===== src/rtl/serial_adder_pkg.sv =====
// Shared definitions for the bit-serial adder controller.
package serial_adder_pkg;

  localparam int DEFAULT_WIDTH = 8;

  typedef enum logic [1:0] {
    IDLE = 2'b00,
    RUN  = 2'b01,
    DONE = 2'b10
  } state_t;

endpackage


===== src/rtl/full_adder.sv =====
// One-bit full adder: the single combinational stage of the serial datapath.
module full_adder (
  input  logic A,
  input  logic B,
  input  logic CI,
  output logic SUM,
  output logic CO
);

  assign SUM = A ^ B ^ CI;
  assign CO  = (A & B) | (CI & (A ^ B));

endmodule


===== src/rtl/serial_adder_ctrl.sv =====
// Bit-serial adder controller: sequences one full_adder LSB-first over WIDTH
// cycles with a start/busy/done handshake and registered sum/cout.
module serial_adder_ctrl
  import serial_adder_pkg::*;
#(
  parameter int WIDTH = DEFAULT_WIDTH
) (
  input  logic             clk,
  input  logic             rst,
  input  logic             start,
  input  logic [WIDTH-1:0] a,
  input  logic [WIDTH-1:0] b,
  input  logic             cin,
  output logic             busy,
  output logic             done,
  output logic [WIDTH-1:0] sum,
  output logic             cout
);

  localparam int CW = $clog2(WIDTH);

  state_t           state, state_next;
  logic [WIDTH-1:0] sa, sb, ps;
  logic             carry;
  logic [CW-1:0]    cnt;
  logic             fa_sum, fa_co;
  logic             last_bit;
  logic             accept;

  assign last_bit = (cnt == CW'(WIDTH - 1));
  assign accept   = ((state == IDLE) || (state == DONE)) && start;

  full_adder u_fa (
    .A   (sa[0]),
    .B   (sb[0]),
    .CI  (carry),
    .SUM (fa_sum),
    .CO  (fa_co)
  );

  // State register plus registered handshake outputs
  always_ff @(posedge clk) begin
    if (rst) begin
      state <= IDLE;
      busy  <= 1'b0;
      done  <= 1'b0;
    end else begin
      state <= state_next;
      busy  <= (state_next == RUN);
      done  <= (state_next == DONE);
    end
  end

  // Next-state decode; the unused encoding falls back to IDLE
  always_comb begin
    state_next = IDLE;
    case (state)
      IDLE:    state_next = start ? RUN : IDLE;
      RUN:     state_next = last_bit ? DONE : RUN;
      DONE:    state_next = start ? RUN : IDLE;
      default: state_next = IDLE;
    endcase
  end

  // Operand capture, bit-serial shifting and result latch
  always_ff @(posedge clk) begin
    if (rst) begin
      sa    <= '0;
      sb    <= '0;
      ps    <= '0;
      carry <= 1'b0;
      cnt   <= '0;
      sum   <= '0;
      cout  <= 1'b0;
    end else if (accept) begin
      sa    <= a;
      sb    <= b;
      carry <= cin;
      cnt   <= '0;
    end else if (state == RUN) begin
      ps    <= {fa_sum, ps[WIDTH-1:1]};
      carry <= fa_co;
      sa    <= sa >> 1;
      sb    <= sb >> 1;
      cnt   <= cnt + 1'b1;
      if (last_bit) begin
        sum  <= {fa_sum, ps[WIDTH-1:1]};
        cout <= fa_co;
      end
    end
  end

endmodule

===== config.mk =====
export PLATFORM = sky130hd
export DESIGN_NAME = serial_adder_ctrl
export DESIGN_NICKNAME = d
export VERILOG_FILES = /design/src/rtl/serial_adder_pkg.sv /design/src/rtl/full_adder.sv /design/src/rtl/serial_adder_ctrl.sv
export SDC_FILE = /design/constraint.sdc
export NUM_CORES = 1
export LEC_CHECK = 0
export ABC_AREA = 1
export CORE_MARGIN = 2
export CORE_UTILIZATION = 56
export DETAILED_ROUTE_END_ITERATION = 8
export GPL_TIMING_DRIVEN = 0
export PLACE_DENSITY = 0.87
export SLEW_MARGIN = 30
export SYNTH_ARGS = -nofsm -noshare
export SYNTH_HDL_FRONTEND = slang
export SYNTH_HIERARCHICAL = 1
export SYNTH_SLANG_ARGS = --single-unit

===== constraint.sdc =====
create_clock -name clk -period 2.1 [get_ports clk]
set_clock_uncertainty 0.2 [all_clocks]
set_input_delay 0.42 -clock clk [delete_from_list [all_inputs] [get_ports clk]]
set_output_delay 0.42 -clock clk [all_outputs]
set_load 0.01 [all_outputs]

## Word-level counts from Yosys, hierarchy flattened

Index checks and enable logic that the tools add are counted.

- Logic and storage cells: 39
- Register bits: 41
- Output and inout port bits: 11

- Muxes and demuxes: 9
- Add/sub/neg operators: 1
- Bitwise gates (word level): 6
- Eq/ne operators: 5
- Reductions and logical operators: 8

Operators with widths:

| kind | number |
|---|---|
| 2-to-1 mux 8 bit | 4 |
| == test 2 x 1 -> 1 bit, second input constant | 2 |
| == test 2 bit, second input constant | 2 |
| one-hot mux 2 bit (2 select lines) | 1 |
| OR reduction 2 bit | 2 |
| adder 3 x 1 -> 3 bit, second input constant | 1 |
| == test 3 bit, second input constant | 1 |
| 2-to-1 mux 1 bit | 3 |
| AND reduction 3 bit | 1 |
| bitwise AND 1 bit | 2 |
| logical NOT 2 bit | 1 |
| 2-to-1 mux 2 bit | 1 |
| AND reduction 2 bit | 1 |
| nonzero test 2 bit | 1 |
| XOR 1 bit | 2 |
| logical AND 1 bit | 1 |
| logical OR 1 bit | 1 |
| NOT 1 bit | 1 |
| bitwise OR 1 bit | 1 |

## Longest topological paths before layout

Gate-level depths: netlist (run 1).

- Depth in word-level cells: 5
- Gate-level depth with buffers: 8

## Modules after synthesis

The synthesis (run 1) kept the hierarchy.

By module, submodules not included:

| module | sequential area each (µm²) | instances | area an instance (µm²) | cells each |
|---|---|---|---|---|
| serial_adder_ctrl | 800.8 | 1 | 1780.5 | 236 |
| full_adder | 0.0 | 1 | 20.0 | 1 |

## Worst setup path after synthesis (run 1)

OpenSTA, ideal clock, no wires.

- Path type: reg2reg
- Start point: reg cnt[0]
- End point: reg sum[7]
- Path buffers: 0
- Slack: 0.734 ns
- Clock period less this slack: 1.366 ns
- Library setup time: 0.112 ns
- Data required time: 1.788 ns
- Stages on the path, launching flop included: 9
- Data arrival time: 1.053 ns
- Cell sequence: dfxtp_1 -> ha_1 -> ha_1 -> inv_1 -> nor2_4 -> nand2_2 -> clkinv_2 -> nand2_1 -> nand2_1

- Word-level cells in the longest chain between the ends: 2

Ends and longest elaborated chain:

| element | RTL line | source |
|---|---|---|
| start, declared | serial_adder_ctrl.sv:25 | `logic [CW-1:0] cnt;` |
| start signal, assigned | serial_adder_ctrl.sv:85 | `cnt <= cnt + 1'b1;` |
| == test 3 bit | serial_adder_ctrl.sv:30 | `assign last_bit = (cnt == CW'(WIDTH - 1));` |
| AND reduction 3 bit (no line) | -- |  |
| end signal, assigned | serial_adder_ctrl.sv:87 | `sum <= {fa_sum, ps[WIDTH-1:1]};` |
| end, declared | serial_adder_ctrl.sv:16 | `output logic [WIDTH-1:0] sum,` |

Every way passes these cells.
A chain may end at the register's enable or synchronous reset.

## Final worst setup path (run 1)

- Start point: reg sum[7]
- End point: out sum[7]

No word-level cell between the ends.

==> results of run 1 <==
[path summary, 6_finish.rpt]
path / startpoint / depth (start not counted) / end
setup / recovery: sum[7] / 1 / sum[7]
hold / removal: rst / 2 / carry
setup reg to reg: cnt[0] / 8 / sum[6]
hold reg to reg: ps[6] / 2 / sum[5]
[area by class of cell]
cell class	count	area (um^2)
Inverter	34	136.4
Sequential cell	40	800.8
Buffer	9	80.08
Clock buffer	6	51.30
Clock inverter	2	38.79
Multi-Input combinational cell	154	783.3
Timing Repair Buffer	29	290.3
Tap cell	44	55.05
Fill cell	230	817.0
[flip-flops by register name, indices dropped and copies added, names as in the netlist]
name   count
busy       1
carry      1
cnt        3
cout       1
done       1
ps         7
sa         8
sb         8
state      2
sum        8
[cells in the mapped netlist, drive strengths merged]
master / n
nor3b: 1
nand2: 55
nand3: 22
clkinv: 1
buf: 9
xor2: 1
nor3: 1
dfxtp: 40
fa: 1
inv: 33
nor2: 41
ha: 2
o21ai: 18
a21oi: 12
[power by group through the flow]
| stage | clock network [mW] | logic [mW] | registers, mW |
|---|---|---|---|
| 6_report | 0.550 | 0.262 | 0.831 |
| 3_3_place_gp | 0 | 0.253 | 0.846 |
| 3_5_place_dp | 0 | 0.259 | 0.848 |
| 5_1_grt | 0.587 | 0.293 | 0.837 |
| 2_1_floorplan | 0 | 0.182 | 0.843 |
| 4_1_cts | 0.552 | 0.262 | 0.831 |
[routing by layer]
layer | share of wire [%] | vias to the layer above | track usage, %
met5 | 0 | - | 0
met4 | 2.2 | 0 | 8.385
met3 | 4.5 | 7 | 6.610
met2 | 47 | 36 | 36.56
met1 | 46 | 700 | 27.98
li1 | - | 805 | -
[placed cells by master, fill, tap and decap left out, drive strengths merged, types with 2 or more instances in the layout]
master and n:
a21oi 12, buf 9, inv 33, clkbuf 6, ha 2, nand2 55, o21ai 18, nand3 22
clkdlybuf4s50 29, nor2 41, clkinv 2, dfxtp 40
[kinds of logic after synthesis]
logic type | count (synthesis) | share of synthesized area, %
AO/OA/AOI/OAI | 30 | 8.756
XOR/XNOR | 1 | 0.4865
adder cells (fa/ha/maj) | 3 | 2.502
buffers and inverters | 43 | 12.02
flip-flops | 40 | 44.48
AND/OR/NAND/NOR | 120 | 31.76
==> impl_metrics.json, run 1 <==
{
  "status": "completed",
  "cell_internal_pwr_mw": 1.207,
  "total_negative_setup_slack_ns": 0,
  "cts_tree": "yes",
  "initial_core_util_pct": 58.98,
  "synth_area_per_cell_um2": 7.597,
  "final_design_area_no_fill_um2": 2236,
  "path_cells": "clkdlybuf4s50_1",
  "maxCapViolCount": 0,
  "fraction_of_final_layout_cells_sized_beyond_drive_strength_1_pct": 14.23,
  "detailed_route_wire_length_mm": 3.586,
  "holdBufCountCts": 0,
  "detailedPlace.worstSlack_ns": 0.2618,
  "grt_setup_unrepaired": "no",
  "grt_pass1_wl_mm": 6.078,
  "die_area_um2": 3684,
  "share_of_yosys_cell_area_claimed_by_the_top_area_cell_type_pct": 44.48,
  "post-route-util_pct": 73.24,
  "dr.first_iter.drc_count": 75,
  "numPortBuffers": 29,
  "crit_path_max_fanout": 2,
  "ir_drop_mv": 0.4308,
  "setup.reg_to_reg.worst_slack_ns": 0.58,
  "synth.cell_area_um2": 1800,
  "detail_route.vias_per_cell": 4.868,
  "drt_drc_violations_left": 0,
  "global_route.usage.total_pct": 22.37,
  "p_switching_mw": 0.4354,
  "post_synth_num_cell_types": 29,
  "drt-pass1-iter-count": 4,
  "max_stage_delay_ns": 0.54,
  "place.gp.congestion": 0.8037,
  "fmaxAchievable_mhz": 534.2,
  "startpoint_type": "flop",
  "placedCellCount": 310,
  "power_frac_comb_pct": 15.9,
  "htree_num_levels": 2,
  "synth_cells": 237,
  "top_level_ports": 31,
  "cts_buffer_depth": 2,
  "crit_type": "reg -> out",
  "number_of_buffers_inserted_by_post_cts_setup_repair": 0,
  "final_nets": 296,
  "hold_ws_ns": 0.1422,
  "grt_overflow_total": 0,
  "insertion_delay_ns": 0.36,
  "cts_made_buffers": 5,
  "timing.final.max_slew_violations": 0,
  "power_frac_seq_pct": 50.6,
  "critical-path-top-delay-family": "buffers and inverters",
  "minimum_period_implied_by_the_final_worst_setup_slack_ns": 1.872,
  "total_number_of_placement_rows": 20,
  "final_min_period_over_clock_period_pct": 89.14,
  "relSlewSlack_pct": 82.49,
  "cp_slowest_cell": "clkdlybuf4s50_1",
  "report.power.total_mw": 1.643,
  "end_kind": "output pin",
  "clk_pin_slew_ns": 0.12,
  "first_global_vias": 1410,
  "total_half_perimeter_wirelength_after_legalization_and_detailed_placement_mm": 2.541,
  "route.antenna.remaining_nets": 0,
  "placedInstanceArea_um2": 2146,
  "cp.buffers_inverters": 1,
  "fin_cells": 318,
  "synth_top_area_cell": "dfxtp_1",
  "share_clk_of_total_power_pct": 33.5,
  "cts_root_buffer_type": "clkbuf_4",
  "hold_path.class": "in -> reg",
  "total_leakage_power_nw": 1.040,
  "postLayoutSetupSlackWorst_ns": 0.2281,
  "maximum_number_of_pins_on_one_net_before_global_route_repair": 14,
  "worst_ep_required_time_ns": 1.48,
  "power_density_nw_per_um2": 734.7,
  "area.growth.synth_to_final_pct": 24.18,
  "number_of_sinks_driven_by_the_clock_tree": 40,
  "antenna-diode-count": 0,
  "syn-num-nets": 260,
  "post_drt_wl_per_cell_um": 11.28,
  "die_h_um": 60.70,
  "synth_sequential_area_ratio_pct": 44.48,
  "vias": 1548,
  "switching_share_pct": 26.50,
  "die_x_um": 60.70,
  "core_region_area_um2": 3053,
  "slew_at_the_pin_with_the_worst_max_slew_slack_ns": 0.2618,
  "antenna_found_initial": 0,
  "timing_hold_violations_final": 0,
  "crit_arrival_ns": 1.25,
  "postCtsResizedCells": 0,
  "yosysWarningCount": 6,
  "netlist_top_cells_area": "dfxtp_1 44%, nand2_1 10%, nor2_1 7.9%, nand3_1 5.8%, inv_1 5.4%",
  "synth-seq-cells": 40,
  "setup_viol_count_final": 0
}
Note: power is estimated with default switching activity, not from simulation.
==> inputs of run 2 (changes only) <==
--- a/config.mk
+++ b/config.mk
@@ -6,11 +6,13 @@
 export NUM_CORES = 1
 export LEC_CHECK = 0
 export ABC_AREA = 1
+export CAP_MARGIN = 20
 export CORE_MARGIN = 2
 export CORE_UTILIZATION = 56
 export DETAILED_ROUTE_END_ITERATION = 8
 export GPL_TIMING_DRIVEN = 0
 export PLACE_DENSITY = 0.87
+export SKIP_LAST_GASP = 1
 export SLEW_MARGIN = 30
 export SYNTH_ARGS = -nofsm -noshare
 export SYNTH_HDL_FRONTEND = slang
==> results of run 2 <==
No change in the layout: final DEF, timing and power equal those of run 1.
==> inputs of run 3 (changes only) <==
--- a/config.mk
+++ b/config.mk
@@ -7,7 +7,6 @@
 export LEC_CHECK = 0
 export ABC_AREA = 1
 export CAP_MARGIN = 20
-export CORE_MARGIN = 2
 export CORE_UTILIZATION = 56
 export DETAILED_ROUTE_END_ITERATION = 8
 export GPL_TIMING_DRIVEN = 0
==> run 3 against run 2 <==
Register-to-register slack improved by 0.02 ns. Die area decreased by 6.5%. Critical path type unchanged. Sequential power about the same. Worst hold slack improved by 0.0013 ns. Via count decreased by 1.6%. Routed wire length decreased by 5.1%. First-iteration DRC count increased by 68%. Highest routed layer unchanged.
==> impl_metrics.json, run 3 (same netlist as run 1, synthesis figures left out) <==
{
  "status": "completed",
  "drt-pass1-iter-count": 5,
  "startpoint_type": "flop",
  "postLayoutSetupSlackWorst_ns": 0.2327,
  "report.power.total_mw": 1.509,
  "crit_type": "reg -> out",
  "layout_commonest_cell": "nand2_1",
  "insertion_delay_ns": 0.35,
  "setup_viol_count_final": 0,
  "grt_pass1_wl_mm": 5.823,
  "timing_hold_violations_final": 0,
  "hold_ws_ns": 0.1434,
  "crit_arrival_ns": 1.25,
  "maxCapViolCount": 0,
  "critical_path.startpoint": "sum[4]",
  "cts_tree": "yes",
  "cts_buffer_depth": 2,
  "placedInstanceArea_um2": 2146,
  "die_h_um": 58.70,
  "dr.first_iter.drc_count": 126,
  "vias": 1523,
  "total_half_perimeter_wirelength_after_legalization_and_detailed_placement_mm": 2.447,
  "number_of_sinks_driven_by_the_clock_tree": 40,
  "final_min_period_over_clock_period_pct": 88.92,
  "grt_setup_unrepaired": "no",
  "area.growth.synth_to_final_pct": 22.86,
  "fillCellCount": 245,
  "hold_path.class": "in -> reg",
  "global_route.usage.total_pct": 22.92,
  "detail_route.vias_per_cell": 4.789,
  "mostFrequentLayoutCells": "49 x nand2_1, 40 x dfxtp_1, 38 x nor2_1, 29 x clkdlybuf4s50_1, 26 x inv_1",
  "final_nets": 296,
  "final_design_area_no_fill_um2": 2212,
  "detailedPlace.worstSlack_ns": 0.2233,
  "holdBufCountCts": 0,
  "ir_drop_mv": 0.4737,
  "clk_pin_slew_ns": 0.12,
  "cts_root_buffer_type": "clkbuf_4",
  "top_level_ports": 31,
  "numPortBuffers": 29,
  "total_leakage_power_nw": 1.022,
  "power_density_nw_per_um2": 682.2,
  "first_global_vias": 1293,
  "multi_input_comb_area_um2": 783.3,
  "cp_depth": 1,
  "grt_overflow_total": 0,
  "place.gp.congestion": 0.7995,
  "min-delay-start": "rst",
  "total_negative_setup_slack_ns": 0,
  "total_number_of_placement_rows": 20,
  "maximum_number_of_pins_on_one_net_before_global_route_repair": 14,
  "holdPathStages": 2,
  "seq_area_um2": 800.8,
  "initial_core_util_pct": 58.98,
  "htree_num_levels": 2,
  "timing.final.max_slew_violations": 0,
  "max_stage_delay_ns": 0.54,
  "ff2ff_path_depth": 8,
  "placedCellCount": 310,
  "relSlewSlack_pct": 80.15,
  "die_area_um2": 3446,
  "cts_made_buffers": 5,
  "detailed_route_wire_length_mm": 3.403,
  "end_kind": "output pin",
  "minimum_period_implied_by_the_final_worst_setup_slack_ns": 1.867,
  "core_region_area_um2": 3053,
  "cp_slowest_cell": "clkdlybuf4s50_1",
  "antenna_found_initial": 0,
  "postCtsResizedCells": 0,
  "startpoint_of_the_worst_slack_reg_to_reg_timing_path": "cnt[0]",
  "antenna-diode-count": 0,
  "number_of_buffers_inserted_by_post_cts_setup_repair": 0,
  "die_x_um": 58.70,
  "post-route-util_pct": 72.46,
  "crit_path_max_fanout": 2,
  "route.antenna.remaining_nets": 0,
  "largest_registers": "sa: 8 flops, sb: 8 flops, sum: 8 flops",
  "slew_at_the_pin_with_the_worst_max_slew_slack_ns": 0.2969,
  "fraction_of_final_layout_cells_sized_beyond_drive_strength_1_pct": 14.23,
  "critical-path-top-delay-family": "buffers and inverters",
  "cp.buffers_inverters": 1,
  "fin_cells": 318,
  "worst_ep_required_time_ns": 1.48,
  "drt_drc_violations_left": 0,
  "fmaxAchievable_mhz": 535.5,
  "post_drt_wl_per_cell_um": 10.70,
  "path_cells": "clkdlybuf4s50_1"
}
run 3: final timing paths:
path                 end  slack (ns)
hold / removal     carry        0.14
setup / recovery  sum[4]        0.23
hold reg to reg   sum[4]        0.26
setup reg to reg  sum[5]        0.60
run 3: cell type report:
type	instances	area share, %
Clock inverter	2	0.6787
Timing Repair Buffer	29	13.12
Tap cell	44	2.489
Inverter	34	6.165
Buffer	9	3.620
Multi-Input combinational cell	154	35.41
Clock buffer	6	2.319
Sequential cell	40	36.20
run 3: routing by layer:
layer  track usage (%)  vias up  part of all wire (%)
met5                 0        -                     0
li1                  -      809                     -
met4             8.844        0                  0.50
met1             29.99      668                    47
met2             35.80       44                    47
met3             6.813        2                   5.7
run 3: power breakdown:
| group | switching, mW | leakage [nW] | internal, mW |
|---|---|---|---|
| Combinational | 0.143 | 0.663 | 0.116 |
| Sequential | 0.0252 | 0.328 | 0.805 |
| Clock | 0.257 | 0.0305 | 0.163 |
